--- config.mk ---
export PLATFORM = sky130hd
export DESIGN_NAME = id_ex_stage
export DESIGN_NICKNAME = d
export VERILOG_FILES = /design/src/rtl/defines.sv /design/src/rtl/operand_fwd_mux.sv /design/src/rtl/id_ex_stage.sv
export SDC_FILE = /design/constraint.sdc
export NUM_CORES = 1
export LEC_CHECK = 0
export BUFFER_PORTS_ARGS = -buffer_cell sky130_fd_sc_hd__buf_2
export CORE_AREA = 2 2 156 158
export DETAILED_ROUTE_END_ITERATION = 12
export DIE_AREA = 0 0 158 160
export PLACE_DENSITY = 0.66
export SYNTH_ARGS = -nofsm -noshare
export SYNTH_HDL_FRONTEND = slang
export SYNTH_SLANG_ARGS = --single-unit
--- constraint.sdc ---
create_clock -name clk -period 7 [get_ports clk]
set_input_delay 1.05 -clock clk [delete_from_list [all_inputs] [get_ports clk]]
set_output_delay 1.05 -clock clk [all_outputs]
set_load 0.01 [all_outputs]
--- src/rtl/defines.sv ---
// Shared types for the ID/EX boundary: datapath widths, forwarding selects
// and the packed bundle held in the ID/EX pipeline register.
package defines;

   localparam int XLEN   = 32;
   localparam int CTRL_W = 16;

   typedef enum logic [1:0] {
      FW_NONE    = 2'd0,
      FW_MEM_ALU = 2'd1,
      FW_WB_DATA = 2'd2
   } fw_sel_e;

   typedef struct packed {
      logic              valid;
      logic [XLEN-1:0]   pc;
      logic [4:0]        rs1_addr;
      logic [4:0]        rs2_addr;
      logic [XLEN-1:0]   rs1_data;
      logic [XLEN-1:0]   rs2_data;
      logic [XLEN-1:0]   imm;
      logic [4:0]        rd_addr;
      logic              reg_write;
      logic              mem_read;
      logic [CTRL_W-1:0] ctrl;
   } id_ex_t;

endpackage

--- src/rtl/operand_fwd_mux.sv ---
// Combinational forwarding mux for one EX operand; unknown selects fall back
// to the value stored in the pipeline register.
module operand_fwd_mux
   import defines::*;
(
   input  fw_sel_e         sel_i,
   input  logic [XLEN-1:0] reg_data_i,
   input  logic [XLEN-1:0] mem_alu_i,
   input  logic [XLEN-1:0] wb_data_i,
   output logic [XLEN-1:0] val_o
);

   always_comb begin
      val_o = reg_data_i;
      case (sel_i)
         FW_MEM_ALU: val_o = mem_alu_i;
         FW_WB_DATA: val_o = wb_data_i;
         default:    val_o = reg_data_i;
      endcase
   end

endmodule

--- src/rtl/id_ex_stage.sv ---
// ID/EX pipeline register with operand forwarding, load-use bubble insertion
// and re-capture of forwarded operands while EX is held.
module id_ex_stage
   import defines::*;
(
   input  logic              clk,
   input  logic              rst,
   input  logic              id_valid_i,
   input  logic [XLEN-1:0]   id_pc_i,
   input  logic [4:0]        id_rs1_addr_i,
   input  logic [4:0]        id_rs2_addr_i,
   input  logic [XLEN-1:0]   id_rs1_data_i,
   input  logic [XLEN-1:0]   id_rs2_data_i,
   input  logic [XLEN-1:0]   id_imm_i,
   input  logic [4:0]        id_rd_addr_i,
   input  logic              id_RegWrite_i,
   input  logic              id_MemRead_i,
   input  logic [CTRL_W-1:0] id_ctrl_i,
   input  logic              ex_stall_i,
   input  logic              flush_i,
   input  fw_sel_e           forwardA_i,
   input  fw_sel_e           forwardB_i,
   input  logic [XLEN-1:0]   mem_alu_result_i,
   input  logic [XLEN-1:0]   wb_data_i,
   output logic              id_stall_o,
   output logic              EX_valid_o,
   output logic [XLEN-1:0]   EX_pc_o,
   output logic [XLEN-1:0]   EX_imm_o,
   output logic [4:0]        EX_rd_addr_o,
   output logic              EX_RegWrite_o,
   output logic              EX_MemRead_o,
   output logic [CTRL_W-1:0] EX_ctrl_o,
   output logic [4:0]        EX_rs1_addr_o,
   output logic [4:0]        EX_rs2_addr_o,
   output logic [XLEN-1:0]   EX_rs1_val_o,
   output logic [XLEN-1:0]   EX_rs2_val_o
);

   id_ex_t ex_q;
   id_ex_t ex_d;
   logic   load_use;

   fw_sel_e         fw_sel   [2];
   logic [XLEN-1:0] reg_data [2];
   logic [XLEN-1:0] fwd_val  [2];

   assign fw_sel[0]   = forwardA_i;
   assign fw_sel[1]   = forwardB_i;
   assign reg_data[0] = ex_q.rs1_data;
   assign reg_data[1] = ex_q.rs2_data;

   generate
      for (genvar gi = 0; gi < 2; gi++) begin : g_fwd
         operand_fwd_mux u_mux (
            .sel_i      (fw_sel[gi]),
            .reg_data_i (reg_data[gi]),
            .mem_alu_i  (mem_alu_result_i),
            .wb_data_i  (wb_data_i),
            .val_o      (fwd_val[gi])
         );
      end
   endgenerate

   assign load_use = ex_q.valid & ex_q.mem_read & (ex_q.rd_addr != 5'd0) & id_valid_i &
                     ((ex_q.rd_addr == id_rs1_addr_i) | (ex_q.rd_addr == id_rs2_addr_i));

   // Gating with rst keeps the stall low even if ex_stall_i is raised during reset.
   assign id_stall_o = (ex_stall_i | load_use) & ~flush_i & ~rst;

   always_comb begin
      ex_d = ex_q;
      if (flush_i) begin
         ex_d.valid     = 1'b0;
         ex_d.reg_write = 1'b0;
         ex_d.mem_read  = 1'b0;
      end else if (ex_stall_i) begin
         // Capture forwarded values so a draining MEM/WB cannot take them away.
         ex_d.rs1_data = fwd_val[0];
         ex_d.rs2_data = fwd_val[1];
      end else if (load_use) begin
         ex_d.valid     = 1'b0;
         ex_d.reg_write = 1'b0;
         ex_d.mem_read  = 1'b0;
         ex_d.rs1_addr  = 5'd0;
         ex_d.rs2_addr  = 5'd0;
      end else begin
         ex_d.valid     = id_valid_i;
         ex_d.pc        = id_pc_i;
         ex_d.rs1_addr  = id_rs1_addr_i;
         ex_d.rs2_addr  = id_rs2_addr_i;
         ex_d.rs1_data  = id_rs1_data_i;
         ex_d.rs2_data  = id_rs2_data_i;
         ex_d.imm       = id_imm_i;
         ex_d.rd_addr   = id_rd_addr_i;
         ex_d.reg_write = id_RegWrite_i & id_valid_i;
         ex_d.mem_read  = id_MemRead_i & id_valid_i;
         ex_d.ctrl      = id_ctrl_i;
      end
   end

   always_ff @(posedge clk or posedge rst) begin
      if (rst) ex_q <= '0;
      else     ex_q <= ex_d;
   end

   assign EX_valid_o    = ex_q.valid;
   assign EX_pc_o       = ex_q.pc;
   assign EX_imm_o      = ex_q.imm;
   assign EX_rd_addr_o  = ex_q.rd_addr;
   assign EX_RegWrite_o = ex_q.reg_write;
   assign EX_MemRead_o  = ex_q.mem_read;
   assign EX_ctrl_o     = ex_q.ctrl;
   assign EX_rs1_addr_o = ex_q.rs1_addr;
   assign EX_rs2_addr_o = ex_q.rs2_addr;
   assign EX_rs1_val_o  = fwd_val[0];
   assign EX_rs2_val_o  = fwd_val[1];

endmodule

# After elaboration in Yosys (flattened, before gate mapping)
# Cells that the tools add are included.
# classes
shift,0
n_reduce_logical,4
n_mux,13
addsub,0
n_eq_ne,8
bitwise_logic,14
order_cmp,0
n_mul,0
n_div,0
# op_table
operator,count
$pmux W32 S2,2
$mux W101,1
$mux W64,1
$mux W43,1
$mux W32,1
$mux W18,1
$mux W16,1
$eq A5 B5 Y1,2
$mux W10,1
$and A1 B1 Y1,8
$reduce_bool A5 Y1,1
$eq A2 B1 Y1 const B,2
$eq A2 B2 Y1 const B,2
$mux W2,2
$not A1 Y1,4
$reduce_and A2 Y1,2
$reduce_and A3 Y1,1
$mux W1,2
$ne A2 B1 Y1 const B,1
$ne A2 B2 Y1 const B,1
$or A1 B1 Y1,2
# totals
out_inout_bits,163
romBits,0
register_bits,162
ramBits,0
memories,0
word_cells,50
latchBits,0
input_bits,234

# Depth between registers and ports, before layout
# depth
ltp_word,7
mapped_depth,8
depth_no_buf,6

# By module
# A second synthesis with hierarchy kept.
# hier_totals
hier_cells,955
area_unflattened_um2,9666.8
# by_module_without_submodules
module,n_inst,area_each_um2,seq_area_each_um2,cells_per_inst
id_ex_stage,1,8393.0,4053.9,729
operand_fwd_mux,2,636.9,0.0,113

# Least setup slack after synthesis
# No wires, ideal clock.
# synth_path
path_type,input to output
from,in forwardB_i[0]
to,out EX_rs2_val_o[1]
path_stages,6
t_required_ns,5.950
setup_slack_ns,3.749
n_path_buf,2
arrival_time_ns,2.201
path_cell_list,inv_1 -> ha_1 -> clkbuf_1 -> clkbuf_1 -> a221oi_1 -> a21oi_1
# synth_via
elab_chain_cells,2
word_cells_on_any_way,3
classes_between,2 x eq/ne; 1 x mux
# synth_lines
element,line_no,rtl
start: declaration,id_ex_stage.sv:22,"input fw_sel_e forwardB_i,"
$eq A2 B2 Y1 / $eq A2 B1 Y1 (equally long branches),operand_fwd_mux.sv:15,case (sel_i)
$pmux W32 S2 *,operand_fwd_mux.sv:15,
end: declaration,id_ex_stage.sv:36,output logic [XLEN-1:0] EX_rs2_val_o
# Mark *: on every way between the ends. The rest lies on a longest branch, timed or not.

# Worst setup path after layout
# layout_path
from,in forwardA_i[0]
to,out EX_rs1_val_o[17]
# layout_via
elab_chain_cells,2
word_cells_on_any_way,3
classes_between,2 x eq/ne; 1 x mux
# layout_lines
element,line_no,rtl
start: declaration,id_ex_stage.sv:21,"input fw_sel_e forwardA_i,"
$eq A2 B2 Y1 / $eq A2 B1 Y1 (equally long branches),operand_fwd_mux.sv:15,
$pmux W32 S2 *,operand_fwd_mux.sv:15,
end: declaration,id_ex_stage.sv:35,"output logic [XLEN-1:0] EX_rs1_val_o,"
# Marked as above.

==> metrics <==
run status finished clean; Post-Syn Area per Cell 10.20 sq um; CP max FO 64; Die W 158 um; hpwl dp 20,680 um; Post-Synthesis Net Count 1,107; commonest register cell after synthesis dfrtp_1; post-synthesis async set-or-reset flop share 100.0%; final WL 29,130 um; Pre-antenna DRT Iters 5; type of origin of the critical path primary input; Mapped Cells 869; clock network power share 34.9%; sequential area share after synthesis 45.74%; Yosys top cell by area dfrtp_1; fin crit period 3.894 ns; most frequent cells after synthesis dfrtp_1, a221oi_1, buf_4; number of global-route vias before repair 7,788; # IOs 397; Longest Clk Path Bufs 2; full die area 25,280 sq um; Core Area 23,820 sq um; Clk Latency, worst-skew pair 0.43 ns; layout cells sized above 1 46.77%; Core Rows 57; cell-by-cell trace of the critical path buf_2 > inv_1 > ha_2 > a221oi_1 > a21oi_1 > buf_2; Antenna Nets Post-Route 0; Worst Hold End EX_rs2_addr_o[2]$_DFFE_PP0P_; IO buf count 396; most used cell, CP buf_2; Post-CTS Setup Inserts 0; first-pass GRT wire length 43,920 um; CTS H-tree depth 4; Synth Warn # 0; RSZ-0062 raised after global routing false; DRC errors left 0; Register-to-Register Path Depth 6; largest net degree at the start of global routing 88; Vias/cell 5.468; initial antenna violation count 8; synthesized flop and latch total 162; CP endpoint kind primary output; CP Data Arrival Time 2.84 ns; Area contributors post-synth dfrtp_1, a221oi_1, mux2_2, buf_4, o22ai_1; family with the most delay on the worst path adder cells; Leakage 0.005311 uW; RR Startpoint EX_rd_addr_o[0]$_DFFE_PP0P_; root buffer cell clkbuf_16; Rel. slew slack 22.22%; P&R area growth vs syn 23.81%; sw frac 32.85%; power per cell area 259.3 nW/um^2; Hold Path Cell Cnt 2; Pint 1911 uW; Die H 160 um; post-synth design cell area 8864 sq um; Comb power frac 25.1%; reg2reg end EX_imm_o[0]$_DFFE_PP0P_; Slew Viols, Final 0; Max stage delay cell, worst path ha_2; drt wl/cell 19.81 um; Fin. Hold Viols 0; HP Class reg -> reg; CTS tree built; CTS Buf Count 17; Tot GR Track Use 22.42%; reg-to-reg slack, setup 4.17 ns; Post-synth EDFFs 0; fin crit share 55.63%; drt initial violations 594; Hold Path Origin EX_rs2_addr_o[2]$_DFFE_PP0P_; Filler Cells Inserted 2,348; Worst-path clk slew 0.07 ns; # resized after CTS 0; Worst Max-Slew Pin Slew 1.167 ns; register share of total power 40.1%; WP data required 5.95 ns; Sink Count 162; total negative slack 0 ns; total number of vias 8,043; Synth top area share 45.74%; sw power 934.8 uW; Final nets 1,369; Util after Layout 46.07%; CTS hold repair buffers 0; Max Cap Viol 0; Yosys cell types 30; starting density of the core 37.21%; Multi-input gate area 3543 sq um; WP buf/inv 3; Worst path max stage delay 1.09 ns; Max VDD drop 0.0001489 V; skew final 0.01538 ns; Reg area 4054 sq um; Routability Congestion 0.8687; Max Clk Rate 0.2568 GHz; aggregate global routing overflow 0; # setup viols final 0; count leader, synth dfrtp_1; WS Path Type in -> out
-- power by group through the flow --
stage	sequential [uW]	clock (uW)	combinational [uW]
finish	1140	992	713
global placement	1160	0	705
global route	1160	1060	785
detailed placement	1160	0	716
CTS	1140	1020	717
floorplan	1140	0	531
-- tightest hold or removal path, delay by kind of cell (launching register included) --
family | cells | cell delay [ns]
DFF | 1 | 0.35
and+or+nand+nor | 1 | 0.05
AOI/OAI and AO/OA | 1 | 0.06
-- cell families (layout without fill, tap and decap cells) --
group | count (synthesis) | in the layout | share of synthesized area (%)
fa+ha+maj | 4 | 4 | 0.5647
simple gates | 101 | 101 | 4.673
buf+inv | 234 | 509 | 14.37
xor+xnor | 10 | 10 | 0.9881
other cells | 0 | 3 | 0
compound gates | 273 | 273 | 22.15
mux | 85 | 85 | 11.52
flops | 162 | 162 | 45.74
-- flip-flops by register name (all words and copies together), names as in the netlist, 5 cells and up --
| register | count |
|---|---|
| EX_rs2_addr_o | 5 |
| EX_rd_addr_o | 5 |
| EX_rs1_addr_o | 5 |
| EX_imm_o | 32 |
| ex_q | 64 |
| EX_ctrl_o | 16 |
| EX_pc_o | 32 |
-- how the worst max path moves through the flow --
stage	endpoint	from	cells after the start
finish	EX_rs1_val_o[17]	forwardA_i[0]	6
global route	EX_rs1_val_o[7]	forwardA_i[0]	6
CTS	EX_rs1_val_o[7]	forwardA_i[0]	6
detailed placement	EX_rs1_val_o[17]	forwardA_i[0]	6
global placement	EX_rs1_val_o[25]	forwardA_i[0]	6
floorplan	EX_MemRead_o$_DFFE_PP0P_	rst	1
-- final cells by class --
type	instances	area share [%]
Multi-Input combinational cell	473	32.29
Timing Repair Buffer	407	18.81
Sequential cell	162	36.94
Tap cell	324	3.694
Clock buffer	17	3.876
Inverter	70	2.440
Clock inverter	15	1.881
Antenna cell	3	0.06841
-- placed cells by master (no fill, tap or decap), drive strengths merged, types with 2 or more instances in the layout --
cell type / count
dfrtp: 162
a32o: 2
ha: 4
diode: 3
nor2: 67
buf: 407
a221oi: 128
nor3: 3
mux2: 85
xnor2: 10
nand3: 2
clkinv: 6
nand2: 25
a21oi: 66
o21ai: 10
clkbuf: 17
inv: 77
o22ai: 65
-- routing by layer --
layer | share of wire (%) | global-route usage, % | wire [um] | vias to the layer above
li1 | - | - | - | 3655
met1 | 39 | 27.72 | 11240 | 3875
met2 | 47 | 36.13 | 13750 | 461
met3 | 12 | 9.009 | 3547 | 44
met4 | 1.9 | 6.347 | 542 | 8
met5 | 0.20 | 0 | 57 | -
-- metrics by stage --
step / cell area, sq um / total power [uW] / setup slack [ns] / hold WS [ns] / cells
detailed placement: 10330 / 1874 / 3.163 / 0.4693 / 1436
global route: 10970 / 2999 / 2.967 / 0.5070 / 1469
floorplan: 8864 / 1671 / 1.573 / 0.4510 / 869
global placement: 10330 / 1860 / 3.207 / 0.4615 / 1436
finish: 10970 / 2846 / 3.106 / 0.4838 / 1471
CTS: 10970 / 2879 / 3.160 / 0.4889 / 1468
(Power assumes the default switching activity.)
